<file path="config.mk">
export PLATFORM = sky130hd
export DESIGN_NAME = sd_rd_arbiter
export DESIGN_NICKNAME = d
export VERILOG_FILES = /design/src/rtl/sd_rd_arbiter.sv
export SDC_FILE = /design/constraint.sdc
export NUM_CORES = 1
export LEC_CHECK = 0
export BUFFER_PORTS_ARGS = -buffer_cell sky130_fd_sc_hd__buf_2
export CAP_MARGIN = 20
export CORE_MARGIN = 5
export CORE_UTILIZATION = 45
export DETAILED_ROUTE_END_ITERATION = 8
export PLACE_DENSITY = 0.79
export SYNTH_ARGS = -nofsm -noshare
export SYNTH_HDL_FRONTEND = slang
export SYNTH_SLANG_ARGS = --single-unit
</file>
<file path="constraint.sdc">
create_clock -name clk_32 -period 5.1 [get_ports clk_32]
set_clock_uncertainty 0.05 [all_clocks]
set_input_delay 0.255 -clock clk_32 [delete_from_list [all_inputs] [get_ports clk_32]]
set_output_delay 0.255 -clock clk_32 [all_outputs]
set_load 0.05 [all_outputs]
</file>
<file path="src/rtl/sd_rd_arbiter.sv">
// Round-robin arbiter sharing the sd_fat_reader sector-read port between the two floppy drives.
// Sequences rstart/rbusy/rdone, routes the byte stream to the winner and aborts a stalled card.
module sd_rd_arbiter #(
  parameter int unsigned TIMEOUT_CYCLES = 3_200_000,
  parameter int unsigned START_WAIT     = 64
) (
  input  logic        clk_32,
  input  logic        reset,
  input  logic [1:0]  img_mounted,
  input  logic [1:0]  req_rd,
  input  logic [31:0] req_lba0,
  input  logic [31:0] req_lba1,
  output logic [1:0]  drv_ack,
  output logic [1:0]  drv_done,
  output logic [1:0]  drv_err,
  output logic [1:0]  buf_strobe,
  output logic [8:0]  buf_addr,
  output logic [7:0]  buf_data,
  output logic        busy,
  output logic        rstart,
  output logic [31:0] rsector,
  input  logic        rbusy,
  input  logic        rdone,
  input  logic        outen,
  input  logic [8:0]  outaddr,
  input  logic [7:0]  outbyte
);

  localparam int unsigned WD_W = $clog2(TIMEOUT_CYCLES + 1);
  localparam int unsigned SW_W = $clog2(START_WAIT + 1);

  typedef enum logic [2:0] {IDLE, START, WAIT_BUSY, XFER, DONE} state_t;

  state_t          state, state_n;
  logic            cur, cur_n;
  logic            last_grant, last_grant_n;
  logic [1:0]      armed, armed_n;
  logic [WD_W-1:0] wd, wd_n;
  logic [SW_W-1:0] sw, sw_n;
  logic [1:0]      ack_n, done_n, err_n, strobe_n;
  logic [8:0]      addr_n;
  logic [7:0]      data_n;
  logic            rstart_n;
  logic [31:0]     rsector_n;
  logic [1:0]      eligible;
  logic            grant_sel;
  logic            timeout;
  logic            abort;

  always_comb begin
    state_n      = state;
    cur_n        = cur;
    last_grant_n = last_grant;
    armed_n      = armed;
    wd_n         = wd;
    sw_n         = sw;
    ack_n        = drv_ack;
    done_n       = '0;
    strobe_n     = '0;
    addr_n       = buf_addr;
    data_n       = buf_data;
    rstart_n     = rstart;
    rsector_n    = rsector;
    grant_sel    = 1'b0;
    abort        = 1'b0;
    eligible     = req_rd & img_mounted & armed;
    timeout      = (wd == WD_W'(TIMEOUT_CYCLES - 1));

    if (state != IDLE) wd_n = wd + 1'b1;

    case (state)
      IDLE: begin
        if (eligible != 2'b00) begin
          grant_sel    = (eligible == 2'b11) ? ~last_grant : eligible[1];
          cur_n        = grant_sel;
          last_grant_n = grant_sel;
          rsector_n    = grant_sel ? req_lba1 : req_lba0;
          ack_n        = grant_sel ? 2'b10 : 2'b01;
          wd_n         = '0;
          state_n      = START;
        end
      end
      START: begin
        rstart_n = 1'b1;
        sw_n     = '0;
        state_n  = WAIT_BUSY;
      end
      WAIT_BUSY: begin
        if (rbusy) begin
          rstart_n = 1'b0;
          state_n  = XFER;
        end else if (sw == SW_W'(START_WAIT - 1)) begin
          abort = 1'b1;
        end else begin
          sw_n = sw + 1'b1;
        end
      end
      XFER: begin
        if (rdone) state_n = DONE;
      end
      DONE: begin
        done_n[cur] = 1'b1;
        ack_n       = '0;
        armed_n[cur] = 1'b0;
        state_n     = IDLE;
      end
      default: state_n = IDLE;
    endcase

    // Watchdog covers the whole grant; a coincident rdone takes precedence.
    if (timeout && (state == START || state == WAIT_BUSY || (state == XFER && !rdone)))
      abort = 1'b1;

    if (abort) begin
      ack_n        = '0;
      rstart_n     = 1'b0;
      armed_n[cur] = 1'b0;
      state_n      = IDLE;
    end

    err_n = req_rd & ~img_mounted;
    if (abort) err_n[cur] = 1'b1;

    if (state == WAIT_BUSY || state == XFER) begin
      strobe_n[cur] = outen;
      addr_n        = outaddr;
      data_n        = outbyte;
    end

    for (int unsigned i = 0; i < 2; i++)
      if (!req_rd[i]) armed_n[i] = 1'b1;
  end

  always_ff @(posedge clk_32 or posedge reset) begin
    if (reset) begin
      state      <= IDLE;
      cur        <= 1'b0;
      last_grant <= 1'b1;
      armed      <= 2'b11;
      wd         <= '0;
      sw         <= '0;
      drv_ack    <= '0;
      drv_done   <= '0;
      drv_err    <= '0;
      buf_strobe <= '0;
      buf_addr   <= '0;
      buf_data   <= '0;
      busy       <= 1'b0;
      rstart     <= 1'b0;
      rsector    <= '0;
    end else begin
      state      <= state_n;
      cur        <= cur_n;
      last_grant <= last_grant_n;
      armed      <= armed_n;
      wd         <= wd_n;
      sw         <= sw_n;
      drv_ack    <= ack_n;
      drv_done   <= done_n;
      drv_err    <= err_n;
      buf_strobe <= strobe_n;
      buf_addr   <= addr_n;
      buf_data   <= data_n;
      busy       <= (state_n != IDLE);
      rstart     <= rstart_n;
      rsector    <= rsector_n;
    end
  end

endmodule

</file>
==> impl_metrics.ini <==
[yosys]
yosysTopAreaCellShare = 0.5562
yosysUniqueCellTypes = 44
synthCells = 371
synth_nets = 463
synth_seq_cells = 95
syn_area_mm2 = 0.004139
synth_most_common_cell = dfrtp_1
yosys.area.top_type = dfrtp_1
synth_edf_count = 0
synth.avg_cell_area_um2 = 11.16
yosysWarnings = 0
async_flop_share = 1.000
yosysSeqAreaShare = 0.5753
synthTopCellsByArea = dfrtp_1 56%, a222oi_1 7.7%, mux2_2 4.6%
ys.flop_type = dfrtp_1
synthTopCellsByCount = 92 x dfrtp_1, 39 x inv_1, 32 x a222oi_1

[floorplan]
initial_utilization = 0.4544
die_w_um = 105.9
core_mm2 = 0.009109
die_h_um = 105.9
die_area_mm2 = 0.01122
pin_count = 149
num_rows = 35

[placement]
placed_area_mm2 = 0.004961
globalplace.congestion = 0.8426
port_buffers = 148
dp_cells = 616
place.detailed.hpwl_um = 7317

[power]
clkPwrFrac = 0.161
vdd_drop_max_uv = 340.3
p_per_area_mw_per_mm2 = 642.2
intPower_mw = 1.759
p_seq_frac = 0.355
power_mw = 3.353
pwr-share-comb = 0.484
power.share.switching = 0.4754
p_sw_mw = 1.594
p_leak_nw = 2.716

[clocking]
clkTransAtPathRegs_ns = 0.09
clk-insertion-delay-late_ns = 0.35
root_buffer = clkbuf_8
clockBufferDepth = 2
cts_max_level = 3
cts.sinks = 95
cts_tree = yes
cts_buffers = 9

[setup_path]
critPathTopFamily = simple AND/OR/NAND/NOR gates
cp_num_buf_inv = 1
worst-path-stages = 5
critPathCaptureType = register
worstPathCellList = nand3_1, nand2_1, nand2_2, a222oi_1, inv_1
rr_startpoint = armed[1]
slowest_stage = dfstp_2
rrSetupSlack_ns = 2.73
r2r-end = rsector[30]
cpPeakStageDelay_ns = 0.55
cp.required_ns = 5.28
startpoint_type = register
path_class = reg2reg
worstPathMaxFanout = 46
crit_arrival_ns = 2.55
r2r_cells = 5

[timing]
hold_viol_final = 0
rsz0062_at_grt = false
fmax_ghz = 0.4228
finalCritPeriodShare = 0.4638
timing.setup.tns_ns = 0
max_slew_margin = 0.3756
layout_min_cycle_time_ns = 2.365
slew_viol_final = 0
finalSetupViolCount = 0
tightest_slew_ns = 0.9366

[global_routing]
use_met1 = 0.2436
globalRouteOverflowTotal = 0
grt_max_degree = 79
grt_util_met2 = 0.3092
antenna_found_initial = 0
grt-busiest-layer = met2
grt_pass1_vias = 3588
gr-usage-met3 = 0.03947
grt_pass1_wl_um = 17080
grt.total_usage = 0.1858

[drt]
num_vias = 3504
firstDrtPassIters = 8
drt_iter0_drc = 343
drtAntennaViolNets = 0
drt-total-wl_um = 10180
remaining_drc_errors = 0
via_per_inst = 5.527
wl_per_cell_um = 16.05

[cells_and_area]
final_cells = 634
fin_nets = 610
n_fill_cell = 772
design_area_mm2 = 0.005221
drive_above_1_share = 0.3728
antenna_cells = 0
syn_to_final_growth_pct = 26.15

[worst_hold_path]
min-delay-start = req_lba0[10]
min_to = rsector[10]
min_path_type = in2reg
min_delay_path_depth = 3

[run_status]
status = complete, no violations

[job]
max-cap-violations = 0
-- metrics by stage --
step	hold slack (ns)	setup slack (ns)	utilization
final	0.05316	2.735	0.5732
after detailed placement	0.1646	2.358	0.5446
after global placement	0.1530	2.484	0.5416
after floorplan	0.2739	2.323	-
after CTS	0.04396	2.350	0.5702
after global routing	0.02895	2.569	0.5732
-- final cells by class --
type	count	area [um^2]	area share
multi-input cells	220	1510	0.2892
well taps	111	138.9	0.02660
repair buffers	153	820.8	0.1572
clock buffers	11	141.4	0.02708
flip-flops and latches	95	2381	0.4560
clock inverters	5	81.33	0.01558
inverters	39	147.6	0.02828
-- power groups by stage --
stage                     sequential [mW]  combinational [mW]  clock (mW)
final                                1.19                1.62       0.541
after global routing                 1.22                1.72       0.592
after CTS                            1.19                1.62       0.550
after detailed placement             1.19                1.62           0
after global placement               1.18                1.57           0
after floorplan                      1.87               0.555           0
-- state kept, by name, summed over array words and instances, names as in the netlist --
name,cells
buf_strobe,2
drv_ack,2
buf_data,8
rsector,32
drv_err,2
armed,2
cur,1
rstart,1
last_grant,1
busy,1
drv_done,2
buf_addr,9
state,3
wd,22
sw,7
-- worst register-to-register path, cell delays in order (launching register included) --
cell and delay (ns):
dfstp_2 0.55, nand3_1 0.22, nand2_1 0.24, nand2_2 0.52, a222oi_1 0.57, inv_1 0.10
-- how the worst max path moves through the flow --
stage,start,to
global placement,state[2],rsector[19]
global route,armed[1],rsector[19]
CTS,state[2],rsector[30]
detailed placement,state[2],rsector[30]
finish,armed[1],rsector[30]
floorplan,reset,buf_addr[0]
-- repair_timing --
action	4_1_cts	5_1_grt
hold buffers	1	0
hold endpoints to repair	17	0
setup buffers	0	0
gates resized for setup	0	0
-- placed cells by master (no fill, tap or decap), drive strengths merged, types with 11 or more instances in the layout --
cell,Yosys,final
nor2,24,24
inv,39,38
nand3,23,23
buf,12,152
nand2,26,26
mux2,17,17
o21ai,24,24
a222oi,32,32
dfrtp,92,92
clkbuf,5,11
a21oi,11,11
-- layer usage --
metal  routed length [um]  part of all wire  vias up
met4                  198             0.019        0
met1                 4313              0.42     1713
met2                 5084              0.50      127
met5                    0                 0        -
li1                     -                 -     1647
met3                  579             0.057       17
-- cells by family (layout without fill, tap and decap cells) --
family / after synthesis / in the layout / synth area share
and+or+nand+nor: 107 / 107 / 0.1403
DFF: 95 / 95 / 0.5753
AOI/OAI and AO/OA: 86 / 86 / 0.1551
buffers and inverters: 56 / 208 / 0.05985
muxes: 18 / 18 / 0.04867
xor gates and xnor gates: 7 / 7 / 0.01481
adders and majority gates: 2 / 2 / 0.006045
(Power assumes the default switching activity.)
